[config.mk]
export PLATFORM = sky130hd
export DESIGN_NAME = i_decode
export DESIGN_NICKNAME = d
export VERILOG_FILES = /design/src/rtl/i_decode_pkg.sv /design/src/rtl/i_decode_regfile.sv /design/src/rtl/i_decode.sv
export SDC_FILE = /design/constraint.sdc
export NUM_CORES = 2
export LEC_CHECK = 0
export BUFFER_PORTS_ARGS = -buffer_cell sky130_fd_sc_hd__buf_2
export CELL_PAD_IN_SITES_DETAIL_PLACEMENT = 1
export CELL_PAD_IN_SITES_GLOBAL_PLACEMENT = 2
export CORE_ASPECT_RATIO = 1.5
export CORE_MARGIN = 3
export CORE_UTILIZATION = 30
export CTS_CLUSTER_SIZE = 40
export DETAILED_ROUTE_END_ITERATION = 16
export MAX_ROUTING_LAYER = met4
export PLACE_DENSITY = 0.68
export SLEW_MARGIN = 0
export SYNTH_ARGS = -nofsm -noshare
export SYNTH_HDL_FRONTEND = slang
export SYNTH_SLANG_ARGS = --single-unit
[constraint.sdc]
create_clock -name clk -period 3.7 [get_ports clk]
set_input_delay 0.74 -clock clk [delete_from_list [all_inputs] [get_ports clk]]
set_output_delay 0.74 -clock clk [all_outputs]
set_load 0.1 [all_outputs]
[src/rtl/i_decode_pkg.sv]
// i_decode_pkg: LEGv8 decode constants (widths, XZR index, instruction field positions)
package i_decode_pkg;
  localparam int WORD = 64;
  localparam int INSTR_LEN = 32;
  localparam int CYCLE = 10;
  localparam int REG_W = 5;
  localparam logic [REG_W-1:0] XZR = 5'd31;
  localparam int OPCODE_LSB = 21;
  localparam int OPCODE_W = 11;
  localparam int RM_LSB = 16;
  localparam int ADDR_LSB = 12;
  localparam int ADDR_W = 9;
  localparam int RN_LSB = 5;
  localparam int RD_LSB = 0;
endpackage

[src/rtl/i_decode_regfile.sv]
// regfile: 32xWORD register file, two combinational reads, one write; XZR reads 0 and ignores writes (REGFILE_INIT_EN: preload X0-X30 from INIT parameter, reset only blocks writes)
module regfile
  import i_decode_pkg::*;
#(
  parameter logic [WORD-1:0] INIT [0:30] = '{default: '0}
)
(
  input  logic             clk,
  input  logic             reset,
  input  logic [4:0]       raddr1,
  input  logic [4:0]       raddr2,
  input  logic             we,
  input  logic [4:0]       waddr,
  input  logic [WORD-1:0]  wdata,
  output logic [WORD-1:0]  rdata1,
  output logic [WORD-1:0]  rdata2
);
  logic [WORD-1:0] regs [0:31];
  // reads are unbuffered, so a same-cycle write shows only after the edge
  always_comb begin
    rdata1 = raddr1 == XZR ? '0 : regs[raddr1];
    rdata2 = raddr2 == XZR ? '0 : regs[raddr2];
  end
`ifdef REGFILE_INIT_EN
  initial for (int i = 0; i < 31; i++) regs[i] = INIT[i];
  // preloaded contents survive reset; a low reset at the edge just suppresses the write
  always_ff @(posedge clk)
    if (reset && we && waddr != XZR) regs[waddr] <= wdata;
`else
  // low reset clears the file at once; writes resume on the first edge after release
  always_ff @(posedge clk or negedge reset)
    if (!reset) for (int i = 0; i < 32; i++) regs[i] <= '0;
    else if (we && waddr != XZR) regs[waddr] <= wdata;
`endif
endmodule

[src/rtl/i_decode.sv]
// i_decode: LEGv8 decode stage - field extraction, Reg2Loc read-port mux and register file (optional REGFILE_INIT_EN)
module i_decode
  import i_decode_pkg::*;
(
  input  logic                 clk,
  input  logic                 reset,
  input  logic [WORD-1:0]      nPC,
  input  logic [INSTR_LEN-1:0] Instruction,
  input  logic [WORD-1:0]      Write_data,
  input  logic                 Reg2Loc,
  input  logic                 RegWrite,
  output logic [4:0]           Rm_num,
  output logic [4:0]           Rn_num,
  output logic [4:0]           Rd_num,
  output logic [4:0]           Read_register1,
  output logic [4:0]           Read_register2,
  output logic [4:0]           Write_register,
  output logic [WORD-1:0]      Read_data1,
  output logic [WORD-1:0]      Read_data2,
  output logic [10:0]          Opcode,
  output logic [8:0]           Address
);
  logic unused_bits;
  assign unused_bits = ^{nPC, Instruction[11:10]};
  // fields follow the instruction directly; Reg2Loc picks Rt for stores/CBZ
  always_comb begin
    Opcode         = Instruction[OPCODE_LSB +: OPCODE_W];
    Rm_num         = Instruction[RM_LSB +: REG_W];
    Address        = Instruction[ADDR_LSB +: ADDR_W];
    Rn_num         = Instruction[RN_LSB +: REG_W];
    Rd_num         = Instruction[RD_LSB +: REG_W];
    Read_register1 = Rn_num;
    Read_register2 = Reg2Loc ? Rd_num : Rm_num;
    Write_register = Rd_num;
  end
  regfile u_regfile (
    .clk    (clk),
    .reset  (reset),
    .raddr1 (Read_register1),
    .raddr2 (Read_register2),
    .we     (RegWrite),
    .waddr  (Write_register),
    .wdata  (Write_data),
    .rdata1 (Read_data1),
    .rdata2 (Read_data2)
  );
endmodule

==> metrics.md <==
| Metric | Value |
|---|---|
| Cts bufs inserted | 215 |
| Yosys top cell by area | dfrtp_1 |
| Gr ovfl total | 0 |
| Port Buf Inserts | 245 |
| Commonest non-fill, non-tap cell in the layout | dfrtp_1 |
| Leak pwr | ~64 nW |
| Mapped Cells | between 10000 and 15000 |
| Crit-path max FO | 5 |
| Final nets | approximately 11000 |
| FILL cells | 41200 |
| Least-Margin Pin Slew | 1300 ps |
| Power density cells | 507 mW/mm² |
| Synth async-reset ratio | 100% |
| Synth top area share | 43.3% |
| Layout cells sized above 1 | 46.6% |
| Post-Layout Cell Count | approximately 16000 |
| EDFF count, synth | 0 |
| Biggest register | u_regfile.regs |
| Setup Viol. Count Final | 73 |
| Final WL | 555000 µm |
| Synth Net Count | slightly above 10000 |
| Max_slew headroom | 13.5% |
| Clock latency on the worst-skew pair | approximately 900 ps |
| I/O pin count | 342 |
| Clock transition at the registers of the reported paths | 60 ps |
| Htree depth | 4 |
| Final Hold Viols | 0 |
| Post-Syn Area per Cell | 11.7 µm² |
| Kind of end point of the critical path | output port |
| Post-Synth Simple-Gate Area | about 7.1% |
| First-pass GRT wire length | 783000 µm |
| Worst vdd ir | between 0.4 and 0.5 mV |
| Slew Limit Fails | 0 |
| Via count | 97400 |
| Vias/cell | 6.03 |
| Placer Congestion | approximately 0.86 |
| Largest net degree at the start of global routing | roughly 110 |
| Post-DP HPWL | around 340000 µm |
| Design Power | 0.0765 W |
| RSZ-0062 raised after global routing | true |
| Worst slack, placed | -978 ps |
| ANT nets after route | 0 |
| DRC viols | 0 |
| Placeable Area | 0.392 mm² |
| Die Ht | between 700 and 800 µm |
| Die width | 519 µm |
| Vias in the first global route | 104000 |
| Drt first-iter violations | 8945 |
| Distinct cells, synth | 57 |
| Die Area | 0.402 mm² |
| Worst Clk Skew | 0 ps |
| Ys flop type | dfrtp_1 |
| Mapped Area | 0.118 mm² |
| Reg2reg setup slack | 2690 ps |
| Mux cell area share after synthesis | 35.1% |
| Most frequent cells in the layout | dfrtp_1, mux2_2, nand2_1, buf_4, mux4_2 |
| XOR/XNOR Fraction of Synth Area | 0% |
| Clock sink count | 2048 |
| Adder-cell share of the synthesized area | 0% |
| GR Util All Layers | 27.2% |
| Placed cell count | between 15000 and 20000 |
| Crit path required time | 2960 ps |
| Synthesized flop and latch total | 2048 |
| Post-layout util | 38.5% |
| Startpoint types | primary input |
| Reg2reg start | u_regfile.regs[1317] |
| Root Driver | clkbuf_16 |
| Violated checks | negative setup slack |
| Worst min path class | in2async |
| Register area share after synthesis | 43.3% |
| Pre-antenna DRT Iters | 5 |
| Max reg flops | just over 2000 |
| Top flop regs | u_regfile.regs (2048) |
| Worst r2r path cells | 3 |
| Compound-Gate Fraction of Synth Area | 10.3% |
| Top post-synthesis cells by area | dfrtp_1, mux2_2, mux4_2 |
| Outcome | complete, but fails checks |
| Final worst slack | -388 ps |
| Reg2reg end | u_regfile.regs[1317] |
| Final Instance Area | 0.151 mm² |
| Largest family of logic cells by synthesized area | multiplexers |
| WL/cell | 34.4 µm |
| Placed Area | roughly 0.14 mm² |
| CP arrival | about 3400 ps |
| Kind of critical path | in2out |
| Tmin final | 4090 ps |
| CTS Buffer Depth | 4 |
| Max-cap viol count | 0 |
| Final worst-path cycle share | 110% |
| Initial antenna violation count | 41 |
| Yosys Warn Count | 0 |
| Area growth, synth to finish | 27.5% |
| Initial Util | slightly above 30% |
| # rows | 281 |
| CTS tree | done |
| FMAX | 245 MHz |
final cells by class:
class | instances | area, µm² | share of cell area, %
Multi-Input combinational cell | 6845 | 65500 | 43.4
Antenna cell | 30 | 75.1 | 0.0497
Inverter | 14 | 131 | 0.0870
Sequential cell | 2048 | 51300 | 33.9
Clock buffer | 299 | 6160 | 4.08
Timing Repair Buffer | 1597 | 20200 | 13.4
Timing Repair inverter | 2 | 50.0 | 0.0331
Clock inverter | 84 | 1060 | 0.699
Tap cell | 5235 | 6550 | 4.34
cell usage after synthesis, types with 45 or more instances:
master / count
a2111oi_0: 61
mux2_2: 2020
nand3_1: 452
a21oi_1: 525
a21boi_0: 98
buf_2: 145
nor2_1: 147
a31oi_1: 114
a221oi_1: 80
a31o_1: 45
dfrtp_1: 2048
buf_4: 67
a22oi_1: 45
clkbuf_1: 929
nand2_1: 1202
a211oi_1: 391
nor3_1: 47
buf_1: 83
mux4_2: 665
mux2i_1: 378
o21ai_0: 185
cell families (layout without fill, tap and decap cells):
| logic type | Yosys count | after routing |
|---|---|---|
| other | 0 | 30 |
| AND/OR/NAND/NOR | 1974 | 1974 |
| AO/OA/AOI/OAI | 1806 | 1806 |
| flip-flops | 2048 | 2048 |
| buffers and inverters | 1240 | 1996 |
| multiplexers | 3065 | 3065 |
metrics by stage:
stage	TNS [ps]	hold slack, ps
final	-18690	371
after global routing	-21810	394
after CTS	-16000	337
after detailed placement	-50580	387
after global placement	-50120	380
after floorplan	-899	440
worst max-delay path by stage:
| stage | from | cells after the start | endpoint | slack (ps) |
|---|---|---|---|---|
| final | Reg2Loc | 17 | Read_data2[37] | -390 |
| after floorplan | Reg2Loc | 9 | Read_data2[29] | -280 |
| after global placement | Reg2Loc | 11 | Read_data2[39] | -960 |
| after detailed placement | Reg2Loc | 11 | Read_data2[8] | -980 |
| after global routing | Reg2Loc | 17 | Read_data2[37] | -450 |
| after CTS | Reg2Loc | 11 | Read_data2[53] | -320 |
per-layer routing:
metal / part of all wire, % / track usage, % / up-vias
li1: - / - / 39200
met1: 40 / 32.6 / 52500
met2: 48 / 44.0 / 4172
met3: 6.1 / 4.10 / 1528
met4: 6.7 / 15.1 / 0
met5: 0 / - / -
power by group:
| group | internal, W | switching (W) | total [W] |
|---|---|---|---|
| combinational | 0.0112 | 0.0116 | 0.0228 |
| clock | 0.0131 | 0.0101 | 0.0232 |
| sequential | 0.0267 | 0.00386 | 0.0305 |
| total | 0.0509 | 0.0256 | 0.0765 |
what timing repair did:
action,in CTS,in global routing
pin swaps,43,76
hold buffers,1,0
gates cloned,38,19
gates resized for setup,636,268
endpoints found under the setup margin,127,116
endpoints found under the hold margin,27,0
setup buffers,117,85
worst max-delay path, stage by stage:
cell and delay [ps]:
buf_12 110, mux2i_4 250, buf_12 170, buf_4 120, buf_6 110, buf_16 150
buf_16 180, buf_12 120, buf_16 110, buf_12 130, nand2_1 60, nand3_1 110
a21oi_2 90, a2111oi_4 310, buf_4 160, a31o_4 180, buf_12 190
Note: power is estimated with default switching activity, not from simulation.
